### config.mk
export PLATFORM = sky130hd
export DESIGN_NAME = proc_multicycle_gen
export DESIGN_NICKNAME = d
export VERILOG_FILES = /design/src/rtl/proc_pkg.sv /design/src/rtl/proc_alu.sv /design/src/rtl/proc_multicycle_gen.sv
export SDC_FILE = /design/constraint.sdc
export NUM_CORES = 1
export LEC_CHECK = 0
export ABC_AREA = 0
export BUFFER_PORTS_ARGS = -buffer_cell sky130_fd_sc_hd__buf_2
export CORE_ASPECT_RATIO = 0.8
export CORE_MARGIN = 2
export CORE_UTILIZATION = 60
export CTS_CLUSTER_SIZE = 10
export DETAILED_ROUTE_END_ITERATION = 12
export PLACE_DENSITY = 0.77
export SETUP_SLACK_MARGIN = 0.1
export SLEW_MARGIN = 20
export SYNTH_ARGS = -nofsm -noshare
export SYNTH_HDL_FRONTEND = slang
export SYNTH_HIERARCHICAL = 1
export SYNTH_SLANG_ARGS = --single-unit
### constraint.sdc
create_clock -name clk -period 6.72 [get_ports clk]
set_input_delay 1.344 -clock clk [delete_from_list [all_inputs] [get_ports clk]]
set_output_delay 1.344 -clock clk [all_outputs]
set_load 0.01 [all_outputs]
### src/rtl/proc_pkg.sv
// Shared definitions for the multicycle processor: control steps, opcodes,
// bus-select codes and flag bit positions.
package proc_pkg;

  typedef enum logic [1:0] {T0, T1, T2, T3} state_t;

  typedef enum logic [2:0] {
    OP_MV  = 3'b000,
    OP_MVT = 3'b001,
    OP_ADD = 3'b010,
    OP_SUB = 3'b011,
    OP_AND = 3'b100,
    OP_OR  = 3'b101,
    OP_CMP = 3'b110,
    OP_RSV = 3'b111
  } op_t;

  typedef enum logic [1:0] {SEL_B, SEL_MVT, SEL_RX, SEL_G} bus_sel_t;

  localparam int FLAG_Z = 2;
  localparam int FLAG_N = 1;
  localparam int FLAG_C = 0;

endpackage

### src/rtl/proc_alu.sv
// Combinational ALU: add/sub/and/or/cmp with {Z,N,C} flags.
module proc_alu
  import proc_pkg::*;
#(
  parameter int DATA_W = 16
) (
  input  logic [2:0]        op,
  input  logic [DATA_W-1:0] a,
  input  logic [DATA_W-1:0] b,
  output logic [DATA_W-1:0] result,
  output logic [2:0]        flags
);

  logic [DATA_W:0] sum;
  logic [DATA_W:0] diff;
  logic            carry;

  assign sum  = {1'b0, a} + {1'b0, b};
  assign diff = {1'b0, a} - {1'b0, b};

  always_comb begin
    result = '0;
    carry  = 1'b0;
    case (op)
      OP_ADD: begin
        result = sum[DATA_W-1:0];
        carry  = sum[DATA_W];
      end
      // C means "no borrow", i.e. a >= b unsigned
      OP_SUB, OP_CMP: begin
        result = diff[DATA_W-1:0];
        carry  = ~diff[DATA_W];
      end
      OP_AND: result = a & b;
      OP_OR:  result = a | b;
      default: begin
        result = '0;
        carry  = 1'b0;
      end
    endcase
    flags         = '0;
    flags[FLAG_Z] = (result == '0);
    flags[FLAG_N] = result[DATA_W-1];
    flags[FLAG_C] = carry;
  end

endmodule

### src/rtl/proc_multicycle_gen.sv
// Multicycle processor core: T0..T3 control FSM, IR, register file, A/G
// registers, shared bus mux and a non-intrusive debug read port.
module proc_multicycle_gen
  import proc_pkg::*;
#(
  parameter int DATA_W = 16,
  parameter int NREG   = 8
) (
  input  logic              clk,
  input  logic              rst,
  input  logic [15:0]       din,
  input  logic              run,
  output logic              done,
  output logic              busy,
  output logic [2:0]        flags,
  input  logic [2:0]        dbg_addr,
  output logic [DATA_W-1:0] dbg_data
);

  state_t            state, state_next;
  bus_sel_t          bus_sel;
  logic [15:0]       ir;
  logic [DATA_W-1:0] a_reg, g_reg, bus;
  logic [DATA_W-1:0] regs [NREG];
  logic [DATA_W-1:0] rx_val, ry_val, b_val, mvt_val, alu_result;
  logic [2:0]        alu_flags;
  logic              ir_ld, a_ld, g_ld, rf_we;
  op_t               op;
  logic [2:0]        rx, ry;

  assign op      = op_t'(ir[15:13]);
  assign rx      = ir[11:9];
  assign ry      = ir[2:0];
  assign mvt_val = {ir[7:0], {(DATA_W-8){1'b0}}};
  assign b_val   = ir[12] ? {{(DATA_W-9){ir[8]}}, ir[8:0]} : ry_val;
  assign busy    = (state != T0);

  // Register reads beyond NREG return zero rather than indexing out of range.
  always_comb begin
    rx_val   = '0;
    ry_val   = '0;
    dbg_data = '0;
    for (int i = 0; i < NREG; i++) begin
      if (rx == i[2:0])       rx_val   = regs[i];
      if (ry == i[2:0])       ry_val   = regs[i];
      if (dbg_addr == i[2:0]) dbg_data = regs[i];
    end
  end

  always_comb begin
    case (bus_sel)
      SEL_MVT: bus = mvt_val;
      SEL_RX:  bus = rx_val;
      SEL_G:   bus = g_reg;
      default: bus = b_val;
    endcase
  end

  proc_alu #(.DATA_W(DATA_W)) u_alu (
    .op     (ir[15:13]),
    .a      (a_reg),
    .b      (b_val),
    .result (alu_result),
    .flags  (alu_flags)
  );

  always_ff @(posedge clk or posedge rst) begin
    if (rst) state <= T0;
    else     state <= state_next;
  end

  always_comb begin
    state_next = state;
    bus_sel    = SEL_B;
    done       = 1'b0;
    ir_ld      = 1'b0;
    a_ld       = 1'b0;
    g_ld       = 1'b0;
    rf_we      = 1'b0;
    case (state)
      T0: begin
        if (run) begin
          ir_ld      = 1'b1;
          state_next = T1;
        end
      end
      T1: begin
        case (op)
          OP_MV: begin
            rf_we      = 1'b1;
            done       = 1'b1;
            state_next = T0;
          end
          OP_MVT: begin
            bus_sel    = SEL_MVT;
            rf_we      = 1'b1;
            done       = 1'b1;
            state_next = T0;
          end
          OP_RSV: begin
            done       = 1'b1;
            state_next = T0;
          end
          default: begin
            bus_sel    = SEL_RX;
            a_ld       = 1'b1;
            state_next = T2;
          end
        endcase
      end
      T2: begin
        g_ld       = 1'b1;
        state_next = T3;
      end
      T3: begin
        bus_sel    = SEL_G;
        rf_we      = (op != OP_CMP);
        done       = 1'b1;
        state_next = T0;
      end
      default: state_next = T0;
    endcase
  end

  // Writes to an unimplemented rX simply match no register and are dropped.
  always_ff @(posedge clk or posedge rst) begin
    if (rst) begin
      ir    <= '0;
      a_reg <= '0;
      g_reg <= '0;
      flags <= '0;
      for (int i = 0; i < NREG; i++) regs[i] <= '0;
    end else begin
      if (ir_ld) ir <= din;
      if (a_ld)  a_reg <= bus;
      if (g_ld) begin
        g_reg <= alu_result;
        flags <= alu_flags;
      end
      for (int i = 0; i < NREG; i++) begin
        if (rf_we && rx == i[2:0]) regs[i] <= bus;
      end
    end
  end

endmodule

# Word level (Yosys, flattened, before mapping)
# Cells that the tools add are included.
# W data, S select, Z words.
dict set report op_classes {
  n_reduce_logical 19
  eq_ne 36
  addsub 2
  muxes 42
  bitwise_logic 3
}
# op count
set ops {}
lappend ops {{$mux W16} 25}
lappend ops {{$pmux W16 S4} 1}
lappend ops {{$eq A3 B3 Y1 const B} 16}
lappend ops {{$pmux W16 S3} 1}
lappend ops {{$eq A3 B2 Y1 const B} 8}
lappend ops {{$add A16 B16 Y17} 1}
lappend ops {{$sub A16 B16 Y17} 1}
lappend ops {{$and A16 B16 Y16} 1}
lappend ops {{$logic_not A16 Y1} 1}
lappend ops {{$or A16 B16 Y16} 1}
lappend ops {{$eq A3 B1 Y1 const B} 4}
lappend ops {{$logic_not A3 Y1} 4}
lappend ops {{$eq A2 B2 Y1 const B} 4}
lappend ops {{$logic_and A1 B1 Y1} 8}
lappend ops {{$pmux W2 S2} 2}
lappend ops {{$pmux W2 S4} 1}
lappend ops {{$mux W1} 7}
lappend ops {{$pmux W1 S2} 3}
lappend ops {{$reduce_or A2 Y1} 3}
lappend ops {{$eq A2 B1 Y1 const B} 2}
lappend ops {{$mux W2} 2}
lappend ops {{$ne A3 B3 Y1 const B} 1}
lappend ops {{$reduce_or A3 Y1} 1}
lappend ops {{$logic_not A2 Y1} 1}
lappend ops {{other kinds (3)} 3}
dict set report word_totals {
  ff_bits 181
  wordCells 115
  out_inout_bits 21
  in_bits 22
}

# Longest topological paths before layout
# Gate-level depths: netlist of the first run.
dict set report logic_depth {
  ltp_word 13
  depth_mapped 22
  mapped_depth_nobuf 17
}

# Modules after synthesis
# The synthesis of the first run kept the hierarchy.
# module cells_per_inst area_per_inst_um2 n_inst
set modules_own_cells {}
lappend modules_own_cells {proc_multicycle_gen 1091 11146.9 1}
lappend modules_own_cells {proc_alu 353 2446.1 1}

# Worst setup path after synthesis of the first run
# Ideal clock, no wire load.
dict set report synth_timing {
  path_type {register to register}
  from {register ir[0]}
  to {register flags[2]}
  arrival_ns 4.512
  path_slack_ns 2.143
  stages_incl_launch_ff 21
  setup_time_ns 0.066
  path_cell_list {dfrtp_1 > buf_4 > buf_4 > buf_6 > nand2b_1 > o221a_2 > nor2_1 > o31ai_1 > ha_1 > inv_1 > fa_1 > nand3b_1 > a21boi_0 > o21ai_0 > a311oi_1 > mux2i_1 > a211o_1 > or4_1 > or4_1 > nor4_2 > mux2_2}
}
dict set report synth_between {
  elab_chain_len 13
  word_cells_on_any_way 23
}
# element line
set synth_lines {}
lappend synth_lines {{start, declared} proc_multicycle_gen.sv:22} ;# logic [15:0] ir;
lappend synth_lines {{start signal, assigned} proc_multicycle_gen.sv:134} ;# if (ir_ld) ir <= din;
lappend synth_lines {{$logic_not A3 Y1} proc_multicycle_gen.sv:45} ;# if (ry == i[2:0]) ry_val = regs[i];
lappend synth_lines {{$mux W16 (8 in a row)} proc_multicycle_gen.sv:45}
lappend synth_lines {{$mux W16 (*)} proc_multicycle_gen.sv:35} ;# assign b_val = ir[12] ? {{(DATA_W-9){ir[8]}}, ir[8:0]} : ry_val;
lappend synth_lines {{via b_val[0]} proc_multicycle_gen.sv:25} ;# logic [DATA_W-1:0] rx_val, ry_val, b_val, mvt_val, alu_result;
lappend synth_lines {{$sub A16 B16 Y17, or another cell as far along} proc_alu.sv:19} ;# assign diff = {1'b0, a} - {1'b0, b};
lappend synth_lines {{$pmux W16 S4 (*)} proc_alu.sv:24} ;# case (op)
lappend synth_lines {{$logic_not A16 Y1 (*)} proc_alu.sv:42} ;# flags[FLAG_Z] = (result == '0);
lappend synth_lines {{via alu_flags[2]} proc_multicycle_gen.sv:26} ;# logic [2:0] alu_flags;
lappend synth_lines {{end signal, assigned} proc_multicycle_gen.sv:138} ;# flags <= alu_flags;
lappend synth_lines {{end, declared} proc_multicycle_gen.sv:15} ;# output logic [2:0] flags,
# The timed path passes the listed nets; every way through them passes the cells marked *.
# A chain may end at the register's enable or synchronous reset.

# Worst setup path in the final report of the first run
dict set report layout_timing {
  from {register ir[2]}
  to {register flags[2]}
}
dict set report layout_between {
  elab_chain_len 13
  word_cells_on_any_way 23
}
# element line
set layout_lines {}
lappend layout_lines {{$logic_not A3 Y1} proc_multicycle_gen.sv:45}
lappend layout_lines {{$mux W16 (7 in a row)} proc_multicycle_gen.sv:45}
lappend layout_lines {{$mux W16 (*)} proc_multicycle_gen.sv:45}
lappend layout_lines {{$mux W16 (*)} proc_multicycle_gen.sv:35}
lappend layout_lines {{via b_val[1]} proc_multicycle_gen.sv:25}
lappend layout_lines {{$sub A16 B16 Y17 / $add A16 B16 Y17 (equally long branches)} {proc_alu.sv:19, proc_alu.sv:18}}
lappend layout_lines {{$pmux W16 S4 (*)} proc_alu.sv:24}
lappend layout_lines {{via alu_result[9]} proc_multicycle_gen.sv:25}
lappend layout_lines {{$logic_not A16 Y1 (*)} proc_alu.sv:42}
lappend layout_lines {{via alu_flags[2]} proc_multicycle_gen.sv:26}
# Marks and branches as above.

==> run summary, run 1 <==
Req. time, crit path: 7.13 ns
Endpoint, Worst Hold: flags[1]
RSZ-0062 raised after global routing: no
core box area: 22400 um^2
Yosys warnings: 6
endpoint class of the critical path: flop
fin. max-slew vios: 0
worst hold slack: 0.509 ns
port bufs: 42
Slew @ Worst Pin: 1.06 ns
Post-Syn Nets: 1521
drt pass-1 iters: 5
max reg flops: 128
setup TNS: 0 ns
top_reg_cell synth: dfrtp_1
number of flops mapped to enable cells by yosys: 0
crit share post-route: 80.8%
Unique masters post-synth: 86
Post-Syn Instances: 1444
Via density: 6.91
Post-synth ARST share: 100%
DRC: 0
row count: 49
Hold Path Class: flop to flop
outcome: completed
Fill cells: 1828
Hold Crit Depth: 1
post-layout util: 64.6%
final setup fails: 0
share of layout cells above drive strength 1: 21.2%
post-synthesis cell area: 13600 um^2
worst r2r path cells: 17
Overflow after GRT: 0
critical path class: flop to flop
CP startpoint: ir[2]
Final #Nets: 1499
vias in the first global route: 11.2k
clk sink count: 181
H-Tree Depth: 4
initial antenna violation count: 0
syn avg cell area: 9.41 um^2
CTS buffer count: 17
buffer count from post-CTS setup fixing: 0
reg2reg start: ir[2]
most frequent cells in the layout: dfrtp_1, nand2_1, mux2_2
Reg2Reg Setup Slack: 1.29 ns
first-pass GRT wire length: 66400 um
final WL: 42700 um
maximum root-to-sink buffer count: 2
top-level port count: 43
Seq/Total Area, Yosys: 33.3%
Root Driver: clkbuf_16
Worst-path clk slew: 0.08 ns
TritonCTS clock tree: done
reg2reg end: flags[2]
final hold vios: 0
largest reg by FF count: regs
P&R area growth vs syn: 6.27%
CTS Hold Bufs: 0
most common cell after layout, fill and taps aside: dfrtp_1
Antenna Nets Post-Route: 0
Antenna diodes: 0
footprint of the multi-input gates: 8300 um^2
Routed WL per cell: 24.5 um
RePlAce Congestion: 0.985
largest net degree at the start of global routing: 95
crit path DAT: 5.83 ns
worst-path maximum fanout: 24
Worst Skew: 0.0159 ns
HPWL Detailed: 29700 um
post_cts resized: 0
Starting Density: 60.7%
Hold Path Origin: flags[1]
number of synthesized register bits: 181
GRT Total Usage: 36.4%
CP Launch Type: flop
vias: 12.0k
MaxCap Viol Count: 0
Max Freq: 184 MHz
Tmin final: 5.43 ns
Seq. cell area: 4530 um^2
Die Y: 139 um
Detailed Route Iter0 Violations: 1553
Die W: 172 um
die area: 23900 um^2
Slew headroom: 29.2%
clk_lat worst skew: 0.46 ns
-- metrics by stage --
step / instance area [um^2] / std cells / setup slack (ns)
4_1_cts: 14400 / 1741 / 1.44
6_report: 14400 / 1741 / 1.29
3_5_place_dp: 13900 / 1709 / 1.45
5_1_grt: 14400 / 1741 / 0.894
3_3_place_gp: 13900 / 1709 / 1.57
2_1_floorplan: 13600 / 1444 / 0.461
-- routing by layer --
metal | part of all wire [%] | track usage (%) | up-vias | routed length [um]
li1 | - | - | 5278 | -
met2 | 44 | 52.7 | 750 | 18900
met1 | 42 | 53.7 | 5892 | 17800
met3 | 11 | 8.08 | 104 | 4550
met5 | 0 | 0 | - | 0
met4 | 3.4 | 12.8 | 0 | 1450
-- cell families after synthesis --
kind of cell    synth area share, %
buf+inv                        5.64
flops                          33.3
xor+xnor                      0.322
mux                            19.8
simple gates                   13.7
compound gates                 22.1
fa+ha+maj                      5.17
-- synthesized netlist by cell type (all sizes together) (3+ instances only) --
| cell type | count | area (um^2) |
|---|---|---|
| a2111oi | 3 | 26.3 |
| a211o | 10 | 87.6 |
| a211oi | 14 | 115 |
| a21o | 20 | 150 |
| a21oi | 81 | 420 |
| a221oi | 17 | 161 |
| a22o | 15 | 131 |
| a22oi | 18 | 160 |
| a2bb2oi | 17 | 149 |
| a311oi | 3 | 32.5 |
| a31oi | 6 | 37.5 |
| and2 | 9 | 56.3 |
| and3 | 5 | 31.3 |
| buf | 57 | 295 |
| clkbuf | 47 | 179 |
| dfrtp | 181 | 4530 |
| ha | 53 | 663 |
| inv | 78 | 293 |
| mux2 | 125 | 1410 |
| mux2i | 63 | 631 |
| mux4 | 29 | 653 |
| nand2 | 145 | 544 |
| nand2b | 26 | 163 |
| nand3 | 12 | 60.1 |
| nand4 | 10 | 62.6 |
| nor2 | 102 | 390 |
| nor2b | 29 | 181 |
| nor3 | 10 | 50.1 |
| nor3b | 4 | 35.0 |
| nor4 | 3 | 37.5 |
| o211ai | 18 | 135 |
| o21ai | 58 | 294 |
| o21ba | 3 | 30.0 |
| o21bai | 8 | 60.1 |
| o221a | 5 | 56.3 |
| o221ai | 23 | 208 |
| o22ai | 18 | 119 |
| o31ai | 56 | 430 |
| or2 | 10 | 62.6 |
| or3 | 8 | 50.1 |
| or4 | 6 | 45.0 |
| xor2 | 3 | 26.3 |
-- worst max path at each step --
stage,cells after the start,endpoint,slack (ns)
after global placement,17,flags[2],1.57
after floorplan,1,async pin,0.46
after global routing,16,flags[2],0.89
after CTS,17,flags[2],1.44
after detailed placement,17,flags[2],1.45
final,17,flags[2],1.29
-- layout make-up --
cell class | instances | area share [%]
well taps | 306 | 2.65
inverters | 78 | 2.06
multi-input cells | 1081 | 57.5
flip-flops and latches | 181 | 31.4
clock buffers | 17 | 2.94
repair buffers | 63 | 2.55
clock inverters | 15 | 0.953
-- worst max-delay path: stages (launching register included) --
cell	delay, ns
dfrtp_1	0.87
buf_4	0.37
nand2b_1	0.25
o2bb2ai_1	0.11
a22oi_1	0.26
o21ai_0	0.19
inv_1	0.20
ha_1	0.30
or2_0	0.25
a221oi_2	0.32
o22ai_2	0.18
o311ai_0	0.33
o211ai_1	0.14
nor2b_1	0.19
or4_1	0.61
or4_1	0.44
nor4_2	0.14
mux2_2	0.19
Power of run 1 is not shown: default switching activity piles up to over one toggle a cycle in this logic, so the estimate is an artifact.
==> run 2: changes to the inputs <==
Clock period 6.72 ns to 5.5 ns, I/O delays scaled along.
==> run summary, run 2 (same netlist as run 1, synthesis figures left out) <==
Max Freq: 194 MHz (+5.4%)
Fill cells: 1822 (-0.33%)
clk sink count: 181 (unchanged)
Req. time, crit path: 5.89 ns (-1.24 ns)
GRT Total Usage: 36.8% (+0.48 points)
Die W: 172 um (unchanged)
vias: 12.2k (+1.3%)
Antenna Nets Post-Route: 0 (unchanged)
setup TNS: 0 ns (unchanged)
critical path class: flop to flop
Hold Path Class: flop to flop
final instance area: 14600 um^2 (+1.0%)
most frequent cell on the critical path: or4_1
outcome: completed
CP bufs+invs: 1 (-1)
H-Tree Depth: 4 (unchanged)
post_cts resized: 0 (unchanged)
CTS buffer count: 17 (unchanged)
TritonCTS clock tree: done
crit share post-route: 93.6% (+13 points)
MaxCap Viol Count: 0 (unchanged)
CP Launch Type: flop
Worst-path clk slew: 0.08 ns (about the same)
buffer count from post-CTS setup fixing: 0 (unchanged)
top-level port count: 43 (unchanged)
Overflow after GRT: 0 (unchanged)
core box area: 22400 um^2 (unchanged)
Worst Skew: 0.0137 ns (-0.00224 ns)
crit path DAT: 5.53 ns (-0.30 ns)
Post-DP Area: 14000 um^2 (+0.96%)
first-pass GRT wire length: 67300 um (+1.3%)
Slew headroom: 32.2% (+3.0 points)
Detailed Route Iter0 Violations: 1454 (-6.4%)
Die Y: 139 um (unchanged)
P&R area growth vs syn: 7.35%
most frequent cells in the layout: dfrtp_1, nand2_1, mux2_2
slowest cell delay on critical path: 0.56 ns (-0.31 ns)
crit path cell chain: nand2b_1 > o221a_2 > nor2_1 > o31ai_1 > ha_1 > inv_1 > fa_1 > nand3b_1 > a21boi_0 > o21ai_0 > a311oi_1 > mux2i_1 > a211o_1 > or4_1 > or4_1 > nor4_2 > mux2_2
fin. max-slew vios: 0 (unchanged)
initial antenna violation count: 0 (unchanged)
row count: 49 (unchanged)
share of layout cells above drive strength 1: 21.9% (+0.71 points)
Routed WL per cell: 24.7 um (+0.45%)
most common cell after layout, fill and taps aside: dfrtp_1
final hold vios: 0 (unchanged)
RePlAce Congestion: 0.986 (+0.10%)
endpoint class of the critical path: flop
clk_lat worst skew: 0.45 ns (about the same)
Root Driver: clkbuf_16
vias in the first global route: 11.4k (+2.4%)
drt pass-1 iters: 6 (+1)
port bufs: 42 (unchanged)
worst-path maximum fanout: 18 (-25%)
maximum root-to-sink buffer count: 2 (unchanged)
HPWL Detailed: 30200 um (+1.9%)
largest net degree at the start of global routing: 83 (-13%)
final setup fails: 0 (unchanged)
RSZ-0062 raised after global routing: no
Tmin final: 5.15 ns (-0.280 ns)
die area: 23900 um^2 (unchanged)
Antenna diodes: 0 (unchanged)
CP top delay family: compound AO/OA/AOI/OAI gates
DRC: 0 (unchanged)
final WL: 43200 um (+1.2%)
CTS Hold Bufs: 0 (unchanged)
max reg flops: 128 (unchanged)
non-filler cells, final: 1754 (+0.75%)
Slowest cell on crit path: dfrtp_4
Starting Density: 60.7% (unchanged)
Slew @ Worst Pin: 1.02 ns (-0.0422 ns)
largest reg by FF count: regs
Via density: 6.95 (+0.58%)
DP Cell Count: 1722 (+0.76%)
Final #Nets: 1512 (+0.87%)
run 2: changes by cell type in the layout (fill, tap and decap cells not counted), moves of 2 or more:
cell,previous run,this run
buf_12,0,3
dfrtp_1,178,176
inv_6,5,1
clkinv_2,2,4
inv_8,4,0
clkinv_4,1,3
clkbuf_8,0,3
buf_4,21,30
run 2: final cells by class:
| cell class | count | area [um^2] | share of cell area (%) |
|---|---|---|---|
| clock buffers | 21 | 470 | 3.22 |
| repair buffers | 76 | 507 | 3.47 |
| multi-input cells | 1081 | 8300 | 56.9 |
| flip-flops and latches | 181 | 4540 | 31.1 |
| inverters | 78 | 297 | 2.03 |
| clock inverters | 11 | 100 | 0.686 |
| well taps | 306 | 383 | 2.62 |
run 2: worst paths after layout:
path / start / endpoint / slack, ns / depth (start not counted)
setup reg to reg: ir[1] / flags[2] / 0.35 / 17
hold reg to reg: flags[0] / flags[0] / 0.50 / 1
setup / recovery: ir[1] / flags[2] / 0.35 / 17
min in group asynchronous: rst / a_reg[7] / 0.79 / 2
max in group asynchronous: rst / regs[60] / 3.80 / 3
hold / removal: flags[0] / flags[0] / 0.50 / 1
run 2: worst reg2reg max path, stage by stage, from the launching register on:
cell	delay, ns
dfrtp_4	0.56
nand2b_1	0.32
o221a_2	0.26
nor2_1	0.04
o31ai_1	0.40
ha_1	0.34
inv_1	0.08
fa_1	0.41
nand3b_1	0.22
a21boi_0	0.25
o21ai_0	0.16
a311oi_1	0.36
mux2i_1	0.14
a211o_1	0.31
or4_1	0.47
or4_1	0.44
nor4_2	0.14
mux2_2	0.19
run 2: per-layer routing:
| layer | wire, um | vias up | GRT usage [%] |
|---|---|---|---|
| met5 | 0 | - | 0 |
| met1 | 18200 | 6013 | 53.6 |
| met3 | 4450 | 130 | 7.62 |
| met4 | 1720 | 0 | 14.7 |
| li1 | - | 5300 | - |
| met2 | 18900 | 741 | 53.8 |
run 2: through the flow:
stage	setup WS, ns	hold WS [ns]	utilization (%)
after floorplan	0.923	0.473	-
after global routing	0.131	0.529	65.2
after CTS	0.331	0.511	65.2
after detailed placement	0.364	0.494	62.6
final	0.352	0.504	65.2
after global placement	0.576	0.487	62.6
Power of run 2 is left out for the same reason.
==> run 3: changes to the inputs <==
--- a/config.mk
+++ b/config.mk
@@ -11,4 +11,5 @@
 export CORE_MARGIN = 2
 export CORE_UTILIZATION = 60
+export CTS_BUF_LIST = sky130_fd_sc_hd__clkbuf_16
 export CTS_CLUSTER_SIZE = 10
 export DETAILED_ROUTE_END_ITERATION = 12
==> constraint.sdc (replaced) <==
create_clock -name clk -period 5.5 [get_ports clk]
set_input_delay 0.55 -clock clk [delete_from_list [all_inputs] [get_ports clk]]
set_output_delay 0.55 -clock clk [all_outputs]
set_load 0.01 [all_outputs]
==> run summary, run 3 (same netlist as run 1, synthesis figures left out) <==
Worst-path clk slew: 0.08 ns (about the same)
Reg2Reg Setup Slack: 0.37 ns (+0.02 ns)
row count: 49 (unchanged)
non-filler cells, final: 1749 (-0.29%)
final WL: 43100 um (-0.27%)
final setup fails: 0 (unchanged)
Max Freq: 195 MHz (+0.36%)
Detailed Route Iter0 Violations: 1701 (+17%)
Via density: 7.02 (+1.0%)
Slew headroom: 20.9% (-11 points)
clk sink count: 181 (unchanged)
most frequent cells in the layout: dfrtp_1, nand2_1, mux2_2
footprint of the multi-input gates: 8310 um^2 (+0.11%)
vias: 12.3k (+0.71%)
crit path cell chain: buf_4 > nand2b_1 > o2bb2ai_1 > a22oi_1 > o21ai_0 > inv_1 > fa_1 > nor4bb_1 > a311oi_2 > o22ai_1 > or3_1 > nor4_2 > o211ai_1 > or4_1 > or4_1 > nor4_2 > mux2_2
Routed WL per cell: 24.7 um (about the same)
setup TNS: 0 ns (unchanged)
H-Tree Depth: 4 (unchanged)
CTS buffer count: 17 (unchanged)
Die W: 172 um (unchanged)
Post-DP Area: 13900 um^2 (-0.45%)
outcome: completed
Final #Nets: 1507 (-0.33%)
most common cell after layout, fill and taps aside: dfrtp_1
top layer reached by signal wires: met4
DP Cell Count: 1717 (-0.29%)
largest reg by FF count: regs
RSZ-0062 raised after global routing: no
initial antenna violation count: 1 (+1)
met2 wire len: 19100 um (+1.1%)
fin. max-slew vios: 0 (unchanged)
first-pass GRT wire length: 66700 um (-0.83%)
TritonCTS clock tree: done
Seq. cell area: 4540 um^2 (about the same)
crit share post-route: 93.3% (-0.33 points)
MaxCap Viol Count: 0 (unchanged)
drt pass-1 iters: 6 (unchanged)
Antenna Nets Post-Route: 0 (unchanged)
Slowest cell on crit path: or4_1
met3 WL: 4930 um (+11%)
met1 wire length: 17200 um (-5.1%)
DRC: 0 (unchanged)
Starting Density: 60.7% (unchanged)
core box area: 22400 um^2 (unchanged)
endpoint class of the critical path: flop
RePlAce Congestion: 0.973 (-1.3%)
slowest cell delay on critical path: 0.55 ns (about the same)
clk_lat worst skew: 0.46 ns (about the same)
critical path class: flop to flop
port bufs: 42 (unchanged)
vias in the first global route: 11.7k (+2.1%)
share of layout cells above drive strength 1: 21.6% (-0.32 points)
Slew @ Worst Pin: 1.19 ns (+0.172 ns)
maximum root-to-sink buffer count: 2 (unchanged)
CP startpoint: ir[2]
crit path DAT: 5.53 ns (about the same)
max reg flops: 128 (unchanged)
worst r2r path cells: 17 (unchanged)
Worst Skew: 0.0137 ns (+0.00000150 ns)
final hold vios: 0 (unchanged)
reg2reg start: ir[2]
final instance area: 14600 um^2 (about the same)
Die Y: 139 um (unchanged)
worst-path maximum fanout: 21 (+3)
Fill cells: 1825 (+0.16%)
Hold Path Class: input pin to async pin
P&R area growth vs syn: 7.34% (about the same)
CP Launch Type: flop
largest net degree at the start of global routing: 182 (+120%)
Req. time, crit path: 5.90 ns (about the same)
die area: 23900 um^2 (unchanged)
HPWL Detailed: 29500 um (-2.3%)
Tmin final: 5.13 ns (-0.0183 ns)
top-level port count: 43 (unchanged)
Worst Setup EP: flags[2]
reg2reg end: flags[2]
GRT Total Usage: 36.6% (-0.19 points)
Root Driver: clkbuf_16
Overflow after GRT: 0 (unchanged)
run 3: worst max-delay path, delay by kind of cell (launching register included):
family,cells,cell delay (ns)
flip-flops,1,0.52
buffers and inverters,2,0.49
adder cells (fa/ha/maj),1,0.48
AO/OA/AOI/OAI,6,1.24
AND/OR/NAND/NOR,7,2.18
multiplexers,1,0.18
run 3: cell type report:
class | instances | area share, %
Multi-Input combinational cell | 1081 | 56.9
Clock buffer | 17 | 2.92
Timing Repair Buffer | 71 | 3.02
Sequential cell | 181 | 31.1
Clock inverter | 14 | 1.37
Tap cell | 306 | 2.62
Antenna cell | 1 | 0.0172
Inverter | 78 | 2.03
run 3: worst min-delay path by stage:
stage                  start  endpoint  slack (ns)
floorplan           regs[51]  regs[51]        0.47
global placement    flags[0]  flags[0]        0.49
detailed placement  flags[1]  flags[1]        0.49
CTS                  din[11]    ir[11]        0.30
global route         din[11]    ir[11]        0.32
finish                   rst    ir[14]        0.22
run 3: what timing repair did:
action	in CTS	in global routing
hold buffers	0	0
hold endpoints to repair	0	0
setup buffers	0	0
endpoints found under the setup margin	0	1
resized for setup	0	2
run 3: per-layer routing:
| metal | vias to the layer above | GRT usage [%] |
|---|---|---|
| met5 | - | 0 |
| met4 | 0 | 16.5 |
| met3 | 133 | 8.96 |
| met2 | 827 | 53.5 |
| met1 | 6001 | 51.7 |
| li1 | 5310 | - |
run 3: through the flow:
| step | hold slack (ns) | setup WS [ns] | utilization, % |
|---|---|---|---|
| after floorplan | 0.473 | 0.923 | - |
| after global placement | 0.492 | 0.474 | 62.3 |
| after detailed placement | 0.494 | 0.405 | 62.3 |
| after CTS | 0.304 | 0.375 | 65.1 |
| after global routing | 0.315 | 0.142 | 65.2 |
| final | 0.223 | 0.370 | 65.2 |
Power of run 3 is left out for the same reason.
